File: config.mk
export PLATFORM = sky130hd
export DESIGN_NAME = frame_pair_streamer
export DESIGN_NICKNAME = d
export VERILOG_FILES = /design/src/rtl/optflow_pkg.sv /design/src/rtl/pipe_delay.sv /design/src/rtl/frame_pair_streamer.sv
export SDC_FILE = /design/constraint.sdc
export NUM_CORES = 1
export LEC_CHECK = 0
export ABC_AREA = 1
export ABC_CLOCK_PERIOD_IN_PS = 1670
export CAP_MARGIN = 20
export CELL_PAD_IN_SITES_DETAIL_PLACEMENT = 1
export CELL_PAD_IN_SITES_GLOBAL_PLACEMENT = 1
export CORE_ASPECT_RATIO = 0.9
export CORE_MARGIN = 2
export CORE_UTILIZATION = 35
export DETAILED_ROUTE_END_ITERATION = 7
export GPL_TIMING_DRIVEN = 0
export MAX_ROUTING_LAYER = met4
export PLACE_DENSITY_LB_ADDON = 0.1
export SLEW_MARGIN = 10
export SYNTH_ARGS = -nofsm -noshare
export SYNTH_HDL_FRONTEND = slang
export SYNTH_SLANG_ARGS = --single-unit
export TNS_END_PERCENT = 20
File: constraint.sdc
create_clock -name clk -period 1.67 [get_ports clk]
set_clock_uncertainty 0.2 [all_clocks]
set_input_delay 0.4175 -clock clk [delete_from_list [all_inputs] [get_ports clk]]
set_output_delay 0.4175 -clock clk [all_outputs]
set_load 0.02 [all_outputs]
File: src/rtl/optflow_pkg.sv
`default_nettype none
// ============================================================================
//  Module      : optflow_pkg
//  Description : Shared geometry defaults and streamer state encoding for the
//                optical-flow front end (streamer and gradient stage).
//  Revision    : 1.0 - initial release
// ============================================================================
package optflow_pkg;

  // Default frame geometry; the gradient stage sizes its line buffers from these
  localparam int unsigned OF_PIXEL_WIDTH = 8;
  localparam int unsigned OF_IMG_WIDTH   = 320;
  localparam int unsigned OF_IMG_HEIGHT  = 240;

  // Streamer FSM encoding, explicit 2-bit width
  typedef enum logic [1:0] {
    ST_IDLE   = 2'd0,
    ST_ACTIVE = 2'd1,
    ST_HBLANK = 2'd2,
    ST_DRAIN  = 2'd3
  } streamer_state_e;

  // Counter width for values 0..v-1, never narrower than one bit
  function automatic int unsigned min1_clog2(input int unsigned v);
    int unsigned w;
    w = int'($clog2(v));
    return (w == 0) ? 1 : w;
  endfunction

endpackage
`default_nettype wire

File: src/rtl/pipe_delay.sv
`default_nettype none
// ============================================================================
//  Module      : pipe_delay
//  Description : Fixed-depth register delay line with asynchronous clear.
//                Used to align the read strobe with frame-store read data.
//  Revision    : 1.0 - initial release
// ============================================================================
module pipe_delay #(
  parameter int unsigned WIDTH = 1,
  parameter int unsigned DEPTH = 1
) (
  input  logic             clk,
  input  logic             rst_n,
  input  logic [WIDTH-1:0] d_i,
  output logic [WIDTH-1:0] q_o
);

  logic [WIDTH-1:0] stage_q [DEPTH];

  // Shift the input through DEPTH stages; reset empties the whole line
  always_ff @(posedge clk or negedge rst_n) begin
    if (!rst_n) begin
      for (int i = 0; i < int'(DEPTH); i++) begin
        stage_q[i] <= '0;
      end
    end else begin
      stage_q[0] <= d_i;
      for (int i = 1; i < int'(DEPTH); i++) begin
        stage_q[i] <= stage_q[i-1];
      end
    end
  end

  assign q_o = stage_q[DEPTH-1];

endmodule
`default_nettype wire

File: src/rtl/frame_pair_streamer.sv
`default_nettype none
// ============================================================================
//  Module      : frame_pair_streamer
//  Description : Raster-order reader of a ping-pong frame store. Emits one
//                current/previous pixel pair per beat for the gradient stage,
//                one frame per start pulse, with optional line blanking.
//  Revision    : 1.0 - initial release
// ============================================================================
module frame_pair_streamer
  import optflow_pkg::*;
#(
  parameter int unsigned PIXEL_WIDTH = OF_PIXEL_WIDTH,
  parameter int unsigned IMG_WIDTH   = OF_IMG_WIDTH,
  parameter int unsigned IMG_HEIGHT  = OF_IMG_HEIGHT,
  parameter int unsigned H_BLANK     = 0,
  parameter int unsigned RD_LATENCY  = 1,
  parameter int unsigned ADDR_WIDTH  = $clog2(IMG_WIDTH*IMG_HEIGHT)
) (
  input  logic                   clk,
  input  logic                   rst_n,
  input  logic                   start_i,
  input  logic                   curr_bank_i,
  output logic                   mem_rd_en_o,
  output logic [ADDR_WIDTH-1:0]  mem_addr_o,
  input  logic [PIXEL_WIDTH-1:0] mem_rdata_0_i,
  input  logic [PIXEL_WIDTH-1:0] mem_rdata_1_i,
  output logic [PIXEL_WIDTH-1:0] pixel_curr_o,
  output logic [PIXEL_WIDTH-1:0] pixel_prev_o,
  output logic                   pixel_valid_o,
  output logic                   busy_o,
  output logic                   done_o
);

  localparam int unsigned XW      = min1_clog2(IMG_WIDTH);
  localparam int unsigned YW      = min1_clog2(IMG_HEIGHT);
  // The wait counter serves both the blanking gap and the pipeline drain
  localparam int unsigned CNT_MAX = (H_BLANK > RD_LATENCY + 1) ? H_BLANK : RD_LATENCY + 1;
  localparam int unsigned CW      = min1_clog2(CNT_MAX + 1);

  localparam logic [XW-1:0] X_LAST  = XW'(IMG_WIDTH - 1);
  localparam logic [YW-1:0] Y_LAST  = YW'(IMG_HEIGHT - 1);
  localparam logic [CW-1:0] HB_LAST = CW'((H_BLANK > 0) ? H_BLANK - 1 : 0);
  localparam logic [CW-1:0] DR_LAST = CW'(RD_LATENCY);

  streamer_state_e        state_q, state_d;
  logic [XW-1:0]          x_q, x_d;
  logic [YW-1:0]          y_q, y_d;
  logic [ADDR_WIDTH-1:0]  addr_q, addr_d;
  logic [CW-1:0]          cnt_q, cnt_d;
  logic                   bank_sel_q, bank_sel_d;
  logic                   done_q, done_d;

  logic                   w_rd_en;
  logic                   w_load;
  logic [PIXEL_WIDTH-1:0] pixel_curr_q;
  logic [PIXEL_WIDTH-1:0] pixel_prev_q;
  logic                   pixel_valid_q;

  // Next-state logic: raster walk with a running address (no y*W multiply)
  always_comb begin
    state_d    = state_q;
    x_d        = x_q;
    y_d        = y_q;
    addr_d     = addr_q;
    cnt_d      = cnt_q;
    bank_sel_d = bank_sel_q;
    done_d     = 1'b0;
    case (state_q)
      ST_IDLE: begin
        // A start coinciding with the done pulse is dropped, not queued
        if (start_i && !done_q) begin
          bank_sel_d = curr_bank_i;
          x_d        = '0;
          y_d        = '0;
          addr_d     = '0;
          cnt_d      = '0;
          state_d    = ST_ACTIVE;
        end
      end
      ST_ACTIVE: begin
        addr_d = addr_q + ADDR_WIDTH'(1);
        if (x_q == X_LAST) begin
          x_d   = '0;
          cnt_d = '0;
          if (y_q == Y_LAST) begin
            y_d     = '0;
            state_d = ST_DRAIN;
          end else begin
            y_d = y_q + YW'(1);
            if (H_BLANK > 0) begin
              state_d = ST_HBLANK;
            end
          end
        end else begin
          x_d = x_q + XW'(1);
        end
      end
      ST_HBLANK: begin
        if (cnt_q == HB_LAST) begin
          cnt_d   = '0;
          state_d = ST_ACTIVE;
        end else begin
          cnt_d = cnt_q + CW'(1);
        end
      end
      ST_DRAIN: begin
        // Wait until the last read has reached the output registers
        if (cnt_q == DR_LAST) begin
          cnt_d   = '0;
          done_d  = 1'b1;
          state_d = ST_IDLE;
        end else begin
          cnt_d = cnt_q + CW'(1);
        end
      end
      default: begin
        state_d = ST_IDLE;
      end
    endcase
  end

  // FSM and counter registers
  always_ff @(posedge clk or negedge rst_n) begin
    if (!rst_n) begin
      state_q    <= ST_IDLE;
      x_q        <= '0;
      y_q        <= '0;
      addr_q     <= '0;
      cnt_q      <= '0;
      bank_sel_q <= 1'b0;
      done_q     <= 1'b0;
    end else begin
      state_q    <= state_d;
      x_q        <= x_d;
      y_q        <= y_d;
      addr_q     <= addr_d;
      cnt_q      <= cnt_d;
      bank_sel_q <= bank_sel_d;
      done_q     <= done_d;
    end
  end

  assign w_rd_en = (state_q == ST_ACTIVE);

  // Strobe arrives together with read data, then one more stage to the outputs
  pipe_delay #(
    .WIDTH (1),
    .DEPTH (RD_LATENCY)
  ) u_rd_delay (
    .clk   (clk),
    .rst_n (rst_n),
    .d_i   (w_rd_en),
    .q_o   (w_load)
  );

  // Output pixel registers; hold last pair while no strobe
  always_ff @(posedge clk or negedge rst_n) begin
    if (!rst_n) begin
      pixel_valid_q <= 1'b0;
      pixel_curr_q  <= '0;
      pixel_prev_q  <= '0;
    end else begin
      pixel_valid_q <= w_load;
      if (w_load) begin
        pixel_curr_q <= bank_sel_q ? mem_rdata_1_i : mem_rdata_0_i;
        pixel_prev_q <= bank_sel_q ? mem_rdata_0_i : mem_rdata_1_i;
      end
    end
  end

  assign mem_rd_en_o   = w_rd_en;
  assign mem_addr_o    = addr_q;
  assign pixel_curr_o  = pixel_curr_q;
  assign pixel_prev_o  = pixel_prev_q;
  assign pixel_valid_o = pixel_valid_q;
  assign busy_o        = (state_q != ST_IDLE);
  assign done_o        = done_q;

endmodule
`default_nettype wire

# Word level (Yosys, flattened, before mapping)

Index checks and enable logic that the tools add are counted.

Input bits: 20
Output and inout port bits: 37
Register bits: 58

Muxes and demuxes: 24
$add $sub $neg: 4
Eq/ne operators: 11
Reductions and logical operators: 11

Operators by type and width:

| kind                  | count |
|---|---|
| $mux 8                | 5 |
| $pmux 17 s2           | 1 |
| $mux 2                | 9 |
| $mux 9                | 2 |
| $pmux 9 s2            | 1 |
| $add 17x1->17 const B | 1 |
| $mux 17               | 1 |
| $pmux 2 s4            | 2 |
| $pmux 8 s2            | 1 |
| $ne 2x2->1 const B    | 5 |
| $add 9x1->9 const B   | 1 |
| $eq 9x9->1 const B    | 1 |
| $add 8x1->8 const B   | 1 |
| $eq 8x8->1 const B    | 1 |
| $reduce_and 2->1      | 3 |
| $reduce_and 5->1      | 1 |
| $eq 2x1->1 const B    | 2 |
| $eq 2x2->1 const B    | 2 |
| $logic_not 2->1       | 2 |
| $reduce_bool 2->1     | 2 |
| $reduce_and 3->1      | 1 |
| $add 2x1->2 const B   | 1 |
| $mux 1                | 2 |
| $logic_and 1x1->1     | 1 |
| $logic_not 1->1       | 1 |

# Longest topological paths before layout

Gate-level depths: netlist (run 1).

Word-level depth: 4
Mapped depth: 10

# Cells and area by module

From an unflattened synthesis (run 1), not the netlist that was laid out.

Cells, all modules: 406
Area, all modules: 3,184.3 sq um

Modules (own cells, without submodules):

| module              | sequential area each (sq um) | times used | area each (sq um) | cells an instance |
|---|---|---|---|---|
| frame_pair_streamer | 1,426.4                      | 1          | 3,159.3           | 405 |
| pipe_delay          | 25.0                         | 1          | 25.0              | 1 |

# Worst setup path after synthesis (run 1)

No wires, ideal clock.

Kind: reg2reg
Start: register addr_q[1] (netlist: mem_addr_o[1])
End: register addr_q[16] (netlist: mem_addr_o[16])
Period minus slack after synthesis: 1,642 ps
Arrival: 1,324 ps
Path slack: 28 ps
Path buffers: 0
Cell stages (with the launch flop): 9
Cell sequence: dfrtp_1 -> ha_1 -> nand3_1 -> inv_1 -> nand2_1 -> nor2_1 -> nand2_1 -> nand3_1 -> nand2_1

Word-level cells in the longest chain between the ends: 2

RTL lines:

| element                | RTL line                   | source |
|---|---|---|
| from (decl)            | frame_pair_streamer.sv:48  | `logic [ADDR_WIDTH-1:0] addr_q, addr_d;` |
| from (signal assigned) | frame_pair_streamer.sv:136 | `addr_q <= addr_d;` |
| $add 17x1->17          | frame_pair_streamer.sv:81  | `addr_d = addr_q + ADDR_WIDTH'(1);` |
| $pmux 17 s2            | frame_pair_streamer.sv:68  | `case (state_q)` |

Every way passes these cells.
A chain may end at the register's enable or synchronous reset.

# Worst setup path after layout (run 1)

Start: register state_q[0]
End: output port mem_rd_en_o

Word-level cells in the longest chain between the ends: 1

RTL lines:

| element                | RTL line                   | source |
|---|---|---|
| from (decl)            | frame_pair_streamer.sv:45  | `streamer_state_e state_q, state_d;` |
| from (signal assigned) | frame_pair_streamer.sv:133 | `state_q <= state_d;` |
| $eq 2x1->1             | frame_pair_streamer.sv:143 | `assign w_rd_en = (state_q == ST_ACTIVE);` |
| to (decl)              | frame_pair_streamer.sv:23  | `output logic mem_rd_en_o,` |

Every way passes these cells.

==> flow_summary.toml, run 1 <==
[grt]
grt_overflow_total = 0
grt_pass1_vias = 3233
grt_pass1_wl_mm = 15.9
grt_max_degree = 59
gr-usage-all-layers_pct = 21.2
antenna_found_initial = 0

[setup_path]
reg2reg_to = "y_q[3]$_DFFE_PN0P_"
cp-startpoint = "state_q[0]$_DFFE_PN0P_"
arrival_ns = 1.17
rrSetupSlack_ns = -0.06
path_class = "reg2out"
crit_end = "mem_rd_en_o"
path_delay_family = "flip-flops"
cpMaxStageDelayCell = "dfrtp_1"
required_ns = 1.05
r2r-start = "x_q[1]$_DFFE_PN0P_"
reg2regPathDepth = 9
critPathLaunchType = "register"
cp-end-kind = "output port"
cpPeakStageDelay_ns = 0.43
critPathMaxFanout = 3
crit_chain = "inv_2 -> nor2_4 -> buf_8 -> buf_6"
path_buf_inv = 3
path_depth = 4

[place]
gp_congestion = 0.849
dp_cells = 581
hpwl_mm = 6.41
placed_cell_area_um2 = 3870
portBuffers = 56

[finish]
fill_cells = 1058
final_area_um2 = 4350
drive_above_1_share_pct = 25.2
area_growth_pct = 37.5
diodes = 0
final_nets = 526
fin_cells = 622

[route]
drt-total-wl_mm = 9.54
wl_per_cell_um = 15.3
viasPerCell = 4.91
drt_iter0_markers = 115
remaining_drc_errors = 0
vias = 3057
firstDrtPassIters = 4
drtAntennaViolNets = 0

[timing]
fin_ws_ns = -0.119
final-setup-viol-count = 13
fin_crit_sh_pct = 107
rsz0062_at_grt = "true"
worstMarginPinSlew_ns = 0.774
relSlewSlack_pct = 48.4
fmax_ghz = 0.559
maxSlewViolCount = 0
layout_min_cycle_time_ns = 1.79
final_hold_viol_count = 0

[status]
outcome = "finished with violations"
violations = "negative setup slack"

[clocking]
cts_root_buf = "clkbuf_8"
cts.sinks = 58
cts_made_buffers = 9
htreeDepth = 3
clk_latency_ns = 0.34
clkTransAtPathRegs_ns = 0.07
clock_path_buffers = 2
cts_tree = "built"

[die]
initial_core_util_pct = 36.4
core.rowCount = 32
fp.dieW_um = 104
core-area_um2 = 8690
fp.dieArea_um2 = 9810
io_pins = 57
die_h_um = 94.2

[power]
swShare_pct = 45.6
power.share.sequential_pct = 31.3
ir_drop_mv = 1.01
p_leak_nw = 2.00
switchingPower_mw = 3.70
p_int_mw = 4.41
combPwrFrac_pct = 54.2
clkPwrFrac_pct = 14.5
power.density_nw_per_um2 = 1870

[synthesis]
synth_edf_count = 0
syn_inst = 406
yosysSeqAreaShare_pct = 45.9
ys_warn_count = 0
synth_top_cell_area_share_pct = 45.9
synth_nets = 433
synth_seq_cells = 58
async_flop_share_pct = 100
synthDistinctLibCells = 33
synth_top_area_cell = "dfrtp_1"
synth.area.top_cells = "dfrtp_1 (46%), nand2_1 (13%), inv_1 (6.1%)"
synth.avg_cell_area_um2 = 7.79
synth_area_um2 = 3160
synth_ff_type = "dfrtp_1"

[hold_path]
min_path_type = "reg2reg"

[run]
cap_violations = 0
## kinds of logic after synthesis
family / Yosys count / share of synthesized area, %
xor+xnor: 7 / 1.94
compound gates: 68 / 12.8
simple gates: 200 / 28.1
buf+inv: 66 / 8.51
flops: 58 / 45.9
fa+ha+maj: 7 / 2.77
## routing by layer
metal	GRT usage [%]	part of all wire (%)	vias to the layer above
met4	6.08	1.2	0
met5	-	0	-
li1	-	-	1502
met1	25.8	45	1494
met3	4.65	3.5	13
met2	35.7	50	48
## what timing repair did
| action | 4_1_cts | 5_1_grt |
|---|---|---|
| gates resized for setup | 118 | 65 |
| hold endpoints to repair | 58 | 0 |
| buffers inserted | 17 | 7 |
| cloned | 0 | 1 |
| pin swaps | 1 | 7 |
| hold buffers | 1 | 0 |
| endpoints found under the setup margin | 71 | 68 |
## synthesized netlist by cell type (4+ instances only)
cell type  count
a21oi_1       14
clkbuf_1       7
dfrtp_1       58
ha_1           7
inv_1         51
nand2_1      108
nand3_1       34
nand4_1        9
nor2_1        34
o211ai_1       8
o21a_1         8
o21ai_0       20
o21ai_1        9
o21bai_1       4
xor2_1         5
## layout by cell type (no fill, tap or decap), types with 3 or more instances in the layout
cell	instances
nand4_1	9
nand3_4	3
clkbuf_1	5
dfrtp_2	4
inv_1	48
nand2_1	95
o21bai_1	4
o21ai_0	18
nand2_2	11
buf_2	7
clkdlybuf4s15_1	5
clkinv_2	3
dfrtp_1	54
ha_1	4
nand2_4	4
inv_2	4
clkbuf_2	15
buf_4	25
xor2_1	5
nor2_1	29
a21oi_1	14
nand3_1	33
clkdlybuf4s15_2	11
o21ai_1	11
nor2_4	4
clkdlybuf4s50_1	18
o211ai_1	8
nor2_2	4
o21a_1	8
clkbuf_8	11
buf_6	6
## sequential cells by signal (all words and copies together), names as in the netlist
| signal | count |
|---|---|
| mem_addr_o | 17 |
| x_q | 9 |
| pixel_curr_o | 8 |
| pixel_prev_o | 8 |
| y_q | 8 |
| cnt_q | 2 |
| state_q | 2 |
| bank_sel_q | 1 |
| done_o | 1 |
| pixel_valid_o | 1 |
| u_rd_delay.q_o | 1 |
## final cells by class
| cell class | count | area [um2] | area share, % |
|---|---|---|---|
| Multi-Input combinational cell | 282 | 1590 | 36.5 |
| Sequential cell | 58 | 1460 | 33.5 |
| Timing Repair Buffer | 82 | 684 | 15.7 |
| Inverter | 54 | 210 | 4.83 |
| Clock buffer | 12 | 155 | 3.57 |
| Tap cell | 119 | 149 | 3.42 |
| Buffer | 12 | 90.1 | 2.07 |
| Clock inverter | 3 | 15.0 | 0.345 |
## stage by stage
| stage | power, mW | setup TNS (ns) | setup slack (ns) | util [%] | hold WS (ns) |
|---|---|---|---|---|---|
| floorplan | 4.80 | 0 | 0.0283 | - | -0.0781 |
| CTS | 7.85 | -0.734 | -0.186 | 48.7 | 0.283 |
| global placement | 6.27 | -131.73 | -2.10 | 44.6 | 0.261 |
| detailed placement | 6.41 | -11.23 | -0.590 | 44.5 | 0.267 |
| global route | 8.77 | -2.35 | -0.176 | 50.0 | 0.295 |
| finish | 8.11 | -0.697 | -0.119 | 50.0 | 0.279 |
## power groups by stage
stage | sequential [mW] | combinational (mW) | clock (mW)
2_1_floorplan | 2.93 | 1.87 | 0
3_3_place_gp | 2.59 | 3.68 | 0
3_5_place_dp | 2.62 | 3.79 | 0
4_1_cts | 2.51 | 4.13 | 1.21
5_1_grt | 2.64 | 4.86 | 1.28
6_report | 2.54 | 4.40 | 1.17
## worst min path at each step
| stage | to | startpoint | depth (start not counted) | slack, ns |
|---|---|---|---|---|
| 2_1_floorplan | bank_sel_q$_DFFE_PN0P_ | rst_n | 0 | -0.08 |
| 3_3_place_gp | pixel_valid_o$_DFF_PN0_ | u_rd_delay.q_o$_DFF_PN0_ | 0 | 0.26 |
| 3_5_place_dp | pixel_valid_o$_DFF_PN0_ | u_rd_delay.q_o$_DFF_PN0_ | 0 | 0.27 |
| 4_1_cts | pixel_valid_o$_DFF_PN0_ | u_rd_delay.q_o$_DFF_PN0_ | 0 | 0.28 |
| 5_1_grt | pixel_valid_o$_DFF_PN0_ | u_rd_delay.q_o$_DFF_PN0_ | 0 | 0.29 |
| 6_report | pixel_valid_o$_DFF_PN0_ | u_rd_delay.q_o$_DFF_PN0_ | 0 | 0.28 |
(Power assumes the default switching activity.)
==> inputs of run 2 (changes only) <==
- ABC_CLOCK_PERIOD_IN_PS: 1670 -> 1650
- CORE_UTILIZATION: 35 -> 38
- clock period: 1.67 -> 1.65 ns (I/O delays scaled with it)
==> run 2 against run 1 <==
  * The run still ends with negative setup slack left
  * Wire length is 1.7% higher
  * Sequential cell count unchanged
  * Sequential share of layout area shrank 0.57 points
  * Non-clock buffer count rose by 3
  * Critical path type unchanged
  * Largest cell class unchanged
  * Utilization rose by 4.9 points
  * Power grew 7.4%
  * First-iteration DRC count down 43%
  * Highest routed layer unchanged
==> flow_summary.toml, run 2 (same netlist as run 1, synthesis figures left out) <==
[clocking]
htreeDepth = 3
cts.sinks = 58
cts_made_buffers = 9
clk_latency_ns = 0.34
clock_path_buffers = 2
clkTransAtPathRegs_ns = 0.07
cts_root_buf = "clkbuf_8"
cts_tree = "built"

[timing]
maxSlewViolCount = 0
final_hold_viol_count = 0
fin_ws_ns = -0.149
relSlewSlack_pct = 48.3
layout_min_cycle_time_ns = 1.80
final-setup-viol-count = 10
fmax_ghz = 0.556
fin_tns_setup_ns = -0.476
fin_crit_sh_pct = 109
worstMarginPinSlew_ns = 0.776
hold_slack_ns = 0.289
rsz0062_at_grt = "true"

[status]
outcome = "finished with violations"
violations = "negative setup slack"

[grt]
grt_max_degree = 59
gr-usage-met3_pct = 5.57
grt_pass1_vias = 3156
top_usage_layer = "met2"
antenna_found_initial = 0
grt_overflow_total = 0
met1_usage_pct = 28.4
grt_pass1_wl_mm = 15.5
gr-usage-all-layers_pct = 22.3
use_met2_pct = 35.7

[die]
die_h_um = 90.5
io_pins = 57
core.rowCount = 31
fp.dieW_um = 100
initial_core_util_pct = 39.2
core-area_um2 = 8070
fp.dieArea_um2 = 9070

[route]
viasPerCell = 5.08
drt_iter0_markers = 65
drtAntennaViolNets = 0
wl_per_cell_um = 16.0
firstDrtPassIters = 4
drt-total-wl_mm = 9.70
remaining_drc_errors = 0
vias = 3078

[setup_path]
critPathLaunchType = "register"
critPathMaxFanout = 5
path_class = "reg2out"
rrSetupSlack_ns = -0.05
arrival_ns = 1.19
cp-end-kind = "output port"
required_ns = 1.04

[power]
ir_drop_mv = 0.954
p_leak_nw = 2.05
power.density_nw_per_um2 = 1970

[finish]
multi_input_area_um2 = 1600
fill_cells = 996
drive_above_1_share_pct = 27.6
post-route-util_pct = 54.9
final_nets = 529
area_growth_pct = 40.1
sequential_cell_area_um2 = 1460
final_area_um2 = 4430
final_cell_mix = "nand2_1 (101), dfrtp_1 (52), inv_1 (47)"
diodes = 0
fin_cells = 606
largest_reg_flops = 17
final_common_cell = "nand2_1"

[place]
portBuffers = 56
gp_congestion = 0.837
dp_cells = 561
placed_cell_area_um2 = 3840
hpwl_mm = 6.25

[run]
cap_violations = 0

[hold_path]
min_path_type = "reg2reg"
run 2: cell type report:
cell class | count | area share (%)
sequential | 58 | 32.9
inverter | 54 | 4.80
tap | 99 | 2.80
timing repair buffer | 85 | 16.0
multi-input combinational | 282 | 36.1
clock inverter | 4 | 1.64
clock buffer | 12 | 3.73
buffer | 12 | 2.03
run 2: final timing paths:
check | startpoint | endpoint | cells after the start
max | state_q[0]$_DFFE_PN0P_ | mem_rd_en_o | 4
min | u_rd_delay.q_o$_DFF_PN0_ | pixel_valid_o$_DFF_PN0_ | 0
max reg2reg | x_q[1]$_DFFE_PN0P_ | y_q[6]$_DFFE_PN0P_ | 8
min reg2reg | u_rd_delay.q_o$_DFF_PN0_ | pixel_valid_o$_DFF_PN0_ | 0
max in group asynchronous | rst_n | state_q[1]$_DFFE_PN0P_ | 2
min in group asynchronous | rst_n | mem_addr_o[16]$_DFFE_PN0P_ | 2
run 2: metrics by stage:
stage               setup slack (ns)  power (mW)
finish                        -0.149        8.71
global route                  -0.211        9.36
CTS                           -0.206        8.37
detailed placement            -0.605        6.46
global placement               -2.08        6.34
floorplan                    0.00828        4.86
run 2: what timing repair did:
action                                  in CTS  in global routing
endpoints found under the setup margin      79                 59
hold buffers                                 1                  0
pin swaps                                    4                  7
hold endpoints to repair                    58                  0
setup buffers                               18                  9
cloned                                       0                  1
gates resized for setup                    131                 66
run 2: report_power, final:
group	switching, mW	internal [mW]
Combinational	2.69	1.87
Clock	0.598	0.972
Sequential	0.546	2.04
Total	3.84	4.88
run 2: layer usage:
layer | share of wire [%] | up-vias
met2 | 51 | 55
met5 | 0 | -
met4 | 0.73 | 0
met1 | 45 | 1519
li1 | - | 1498
met3 | 3.6 | 6
run 2: worst max-delay path, stage by stage (launching register included):
cell and delay [ns]:
dfrtp_1 0.42, inv_2 0.10, nor2_4 0.12, buf_8 0.11, buf_6 0.10
